`src/rtl/shift_sequencer.sv`:
```
// Multi-cycle shift/rotate sequencer: applies up to STEP bit positions per clock
// until the requested amount is consumed, then pulses done with the result.
module shift_sequencer #(
    parameter int WIDTH   = 32,
    parameter int SHAMT_W = 5,
    parameter int STEP    = 1
) (
    input  logic               clock,
    input  logic               clear,
    input  logic               start,
    input  logic [2:0]         op,
    input  logic [WIDTH-1:0]   operand,
    input  logic [SHAMT_W-1:0] amount,
    input  logic               abort,
    output logic               ready,
    output logic               busy,
    output logic               done,
    output logic               op_err,
    output logic [WIDTH-1:0]   result
);

    typedef enum logic [1:0] {
        IDLE  = 2'd0,
        SHIFT = 2'd1,
        DONE  = 2'd2
    } state_t;

    localparam logic [SHAMT_W:0] STEP_V = (SHAMT_W + 1)'(STEP);

    state_t             state;
    state_t             state_next;
    logic [2:0]         op_q;
    logic [WIDTH-1:0]   work;
    logic [SHAMT_W-1:0] remaining;
    logic               err_q;
    logic [SHAMT_W:0]   step_amt;
    logic [WIDTH-1:0]   shifted;
    logic               last_step;
    logic               op_illegal;
    logic               skip_shift;

    function automatic logic [WIDTH-1:0] shift_by(input logic [2:0] kind,
                                                 input logic [WIDTH-1:0] v,
                                                 input logic [SHAMT_W:0] s);
        logic signed [WIDTH-1:0] sv;
        logic [WIDTH-1:0]        res;
        int                      n;
        int                      r;
        sv  = v;
        n   = int'(s);
        r   = n % WIDTH;
        res = v;
        // Rotates use r==0 safely: a shift by WIDTH yields zero, leaving v intact.
        case (kind)
            3'd0:    res = v >> n;
            3'd1:    res = sv >>> n;
            3'd2:    res = v << n;
            3'd3:    res = (v >> r) | (v << (WIDTH - r));
            3'd4:    res = (v << r) | (v >> (WIDTH - r));
            default: res = v;
        endcase
        return res;
    endfunction

    assign op_illegal = (op > 3'd4);
    assign skip_shift = (amount == '0) || op_illegal;
    assign step_amt   = ({1'b0, remaining} < STEP_V) ? {1'b0, remaining} : STEP_V;
    assign last_step  = ({1'b0, remaining} <= STEP_V);
    assign shifted    = shift_by(op_q, work, step_amt);

    always_ff @(posedge clock or posedge clear) begin
        if (clear) begin
            state <= IDLE;
        end else begin
            state <= state_next;
        end
    end

    always_comb begin
        state_next = state;
        ready      = 1'b0;
        busy       = 1'b0;
        done       = 1'b0;
        op_err     = 1'b0;
        case (state)
            IDLE: begin
                ready = 1'b1;
                if (start) begin
                    state_next = skip_shift ? DONE : SHIFT;
                end
            end
            SHIFT: begin
                busy = 1'b1;
                // abort takes priority over a completing step
                if (abort) begin
                    state_next = IDLE;
                end else if (last_step) begin
                    state_next = DONE;
                end
            end
            DONE: begin
                done       = 1'b1;
                op_err     = err_q;
                state_next = IDLE;
            end
            default: state_next = IDLE;
        endcase
    end

    always_ff @(posedge clock or posedge clear) begin
        if (clear) begin
            op_q      <= '0;
            work      <= '0;
            remaining <= '0;
            err_q     <= 1'b0;
            result    <= '0;
        end else begin
            case (state)
                IDLE: begin
                    if (start) begin
                        op_q      <= op;
                        work      <= operand;
                        remaining <= amount;
                        err_q     <= op_illegal;
                        if (skip_shift) begin
                            result <= operand;
                        end
                    end
                end
                SHIFT: begin
                    if (!abort) begin
                        work      <= shifted;
                        remaining <= remaining - step_amt[SHAMT_W-1:0];
                        if (last_step) begin
                            result <= shifted;
                        end
                    end
                end
                default: begin
                end
            endcase
        end
    end

endmodule

```
`config.mk`:
```
export PLATFORM = sky130hd
export DESIGN_NAME = shift_sequencer
export DESIGN_NICKNAME = d
export VERILOG_FILES = /design/src/rtl/shift_sequencer.sv
export SDC_FILE = /design/constraint.sdc
export NUM_CORES = 1
export LEC_CHECK = 0
export ABC_AREA = 1
export CAP_MARGIN = 40
export CORE_MARGIN = 2
export CORE_UTILIZATION = 58
export CTS_CLUSTER_SIZE = 30
export DETAILED_ROUTE_END_ITERATION = 12
export DONT_BUFFER_PORTS = 1
export PLACE_DENSITY_LB_ADDON = 0.12
export SETUP_SLACK_MARGIN = 0.15
export SLEW_MARGIN = 20
export SYNTH_ARGS = -nofsm -noshare
export SYNTH_HDL_FRONTEND = slang
export SYNTH_SLANG_ARGS = --single-unit
```
`constraint.sdc`:
```
create_clock -name clock -period 6.55 [get_ports clock]
set_input_delay 0.9825 -clock clock [delete_from_list [all_inputs] [get_ports clock]]
set_output_delay 0.9825 -clock clock [all_outputs]
set_load 0.02 [all_outputs]
```
==> run_results.csv <==
group,metric,value,unit
outcome,outcome,"finished, final reports clean",
placed_design,gp_congestion,1.02,
timing,fin_crit_sh,0.513,
clock_network,clk_path_buf_depth,2,
logic_synthesis,async_flop_share,1.00,
worst_setup_path,crit_type,"register to register",
pwr,seqPwrFrac,0.278,
floorplan,fp.dieArea,10200,sq um
cells_and_area,drive_gt1_frac,0.0896,
timing,worstMarginPinSlew,0.818,ns
worst_setup_path,critical_path.slowest_cell,"inv_1",
timing,final_max_slew_viol_count,0,
worst_setup_path,cp-start-kind,"register",
worst_setup_path,crit_path_frequent_cell,"nand2_1",
logic_synthesis,synth.avg_cell_area,6.48,sq um
pwr,power.switching,2080,uW
global_route,grt_antenna_before_repair,0,
logic_synthesis,yosys.area.top_type,"dfrtp_1",
pwr,p_comb_frac,0.606,
logic_synthesis,synth_nets,892,
worst_setup_path,required,6.84,ns
pwr,clkPwrFrac,0.116,
placed_design,io_buffers,0,
cells_and_area,area_growth,3.91,%
route,drt_iter0_drc,610,
route,drc_errors,0,
route,firstDrtPassIters,6,
logic_synthesis,synth-main-ff-cell,"dfrtp_1",
worst_setup_path,crit_family,"simple AND/OR/NAND/NOR gates",
clock_network,cts_htree_levels,3,
logic_synthesis,ys_top_cells_by_count,"nand2_1 (349), inv_1 (80), dfrtp_1 (75)",
worst_setup_path,path_max_fanout,27,
logic_synthesis,synth_edf_count,0,
timing,skew,0.0135,ns
global_route,grtUsageMet3,0.0721,
global_route,grt_max_degree,48,
logic_synthesis,synth_area_leaders,"dfrtp_1 (34%), nand2_1 (24%), nand3_1 (5.6%), inv_1 (5.5%), o21ai_0 (4.6%)",
worst_setup_path,arrival,3.64,ns
timing,setup-tns-final,0,ns
worst_hold_path,hp-class,"register to register",
global_route,use_met2,0.536,
floorplan,rows,35,
floorplan,ios,80,
cells_and_area,diodes,0,
timing,slew_headroom,0.453,
logic_synthesis,seq_area_frac_synth,0.343,
clock_network,clk_transition_reported_paths,0.09,ns
cells_and_area,finish.net_count,868,
global_route,grtUsageTotal,0.368,
pwr,power.internal,1560,uW
pwr,p_sw_frac,0.572,
clock_network,post_cts_buffers,0,
global_route,grt_pass1_wl,28700,microns
logic_synthesis,netlist_area,5470,sq um
clock_network,cts_root_buf,"clkbuf_8",
route,ant_nets,0,
clock_network,ctsHoldBuffers,0,
worst_setup_path,crit_chain,"nor2_8, nand2_4, nor2_8, ha_1, inv_1, nand3_1, and2_1, o21ai_1, nand2_1, nand2_1, nand2_1, nand2_1",
worst_setup_path,worst-path-buf-inv,1,
global_route,busiest_layer,"met2",
worst_setup_path,endpoint_kind,"register",
timing,fmax,0.298,GHz
clock_network,cts_num_sinks,75,
logic_synthesis,yosysMostFrequentCell,"nand2_1",
timing,rsz0062_at_grt,"false",
clock_network,insertion_delay,0.35,ns
pwr,power_density,641,nW/um^2
logic_synthesis,synth_seq_cells,75,
cells_and_area,multi_input_area,3030,sq um
logic_synthesis,yosysWarnings,0,
global_route,grt_pass1_vias,5280,
clock_network,cts_resized,0,
timing,min_period,3.36,ns
pwr,finalPower,3650,uW
placed_design,dp_hpwl,13000,microns
flow_run,drv_cap,0,
route,wl,18400,microns
cells_and_area,fill_cells,866,
logic_synthesis,yosysUniqueCellTypes,39,
worst_setup_path,cpPeakStageDelay,0.64,ns
floorplan,initial_utilization,0.595,
timing,setup_viol,0,
floorplan,die_h,101,microns
global_route,grt-ovfl-total,0,
floorplan,dieWidth,101,microns
route,avgRoutedWirePerCell,19.6,microns
logic_synthesis,synthCells,845,
floorplan,core_area,9200,sq um
pwr,p_leak,0.00303,uW
cells_and_area,regArea,1880,sq um
pwr,ir_drop,0.472,mV
clock_network,cts_tree,"yes",
logic_synthesis,synth_top_area_frac,0.343,
timing,final-hold-violation-count,0,
clock_network,numCtsBuffers,9,
global_route,met1_usage,0.536,
route,num_vias,5800,
route,viasPerCell,6.19,
## cell usage in the layout, fill, tap and decap left out, drive strengths merged, types with 2 or more instances in the layout
master     n
nand2    371
inv       90
dfrtp     75
o21ai     73
nand3     62
nor2      41
a21oi     26
o22ai     14
clkbuf    10
a31oi      9
buf        8
nand4      7
o211ai     7
nor3       5
o2111ai    5
or2        5
ha         3
a211oi     2
a22oi      2
clkinv     2
bufinv     2
## path summary, 6_finish.rpt
| kind | startpoint | to | slack, ns | depth (start not counted) |
|---|---|---|---|---|
| worst max-delay path | remaining[1] | work[11] | 3.19 | 12 |
| worst min register to register | work[6] | work[6] | 0.49 | 2 |
| min in group asynchronous | clear | result[9] | 0.58 | 2 |
| max in group asynchronous | clear | work[24] | 5.40 | 3 |
| worst max register to register | remaining[1] | work[11] | 3.19 | 12 |
| worst min-delay path | work[6] | work[6] | 0.49 | 2 |
## metal layers
metal	part of all wire	up-vias
li1	-	2668
met1	0.43	2705
met2	0.43	379
met3	0.11	48
met4	0.036	0
met5	0	-
## sequential cells by signal, indices dropped and copies added (netlist names)
register	cells
state	2
work	32
err_q	1
op_q	3
result	32
remaining	5
## cell type report
cell class              count  share of cell area
clock buffers              10              0.0242
clock inverters             6              0.0167
inverters                  88              0.0581
multi-input cells         639               0.532
flip-flops and latches     75               0.330
well taps                 111              0.0244
repair buffers              8              0.0141
## through the flow
step	setup slack, ns	hold slack (ns)	utilization	area (sq um)	cells
final	3.19	0.491	0.618	5690	937
after global routing	2.94	0.513	0.618	5690	937
after CTS	3.31	0.489	0.618	5690	937
after detailed placement	3.34	0.465	0.593	5450	921
after global placement	3.44	0.465	0.590	5430	920
after floorplan	3.66	0.449	-	5470	845
## worst register-to-register path, delay by kind of cell, from the launching register on
kind                     cells  cell delay, ns
flip-flops                   1            0.47
buffers and inverters        1            0.64
adder cells (fa/ha/maj)      1            0.63
AO/OA/AOI/OAI                1            0.21
AND/OR/NAND/NOR              9            1.34
## power groups by stage
stage / combinational (uW) / sequential [uW] / clock (uW)
6_report: 2210 / 1010 / 424
5_1_grt: 2430 / 1030 / 452
4_1_cts: 2150 / 1010 / 429
3_5_place_dp: 2140 / 1020 / 0
3_3_place_gp: 2100 / 1010 / 0
2_1_floorplan: 1640 / 954 / 0
## logic make-up after synthesis
kind of cell | share of synthesized area
simple gates | 0.395
compound gates | 0.148
buf+inv | 0.105
flops | 0.343
fa+ha+maj | 0.00686
xor+xnor | 0.00160
other cells | 0.000685
No activity file was read; power rests on OpenSTA's default activity.
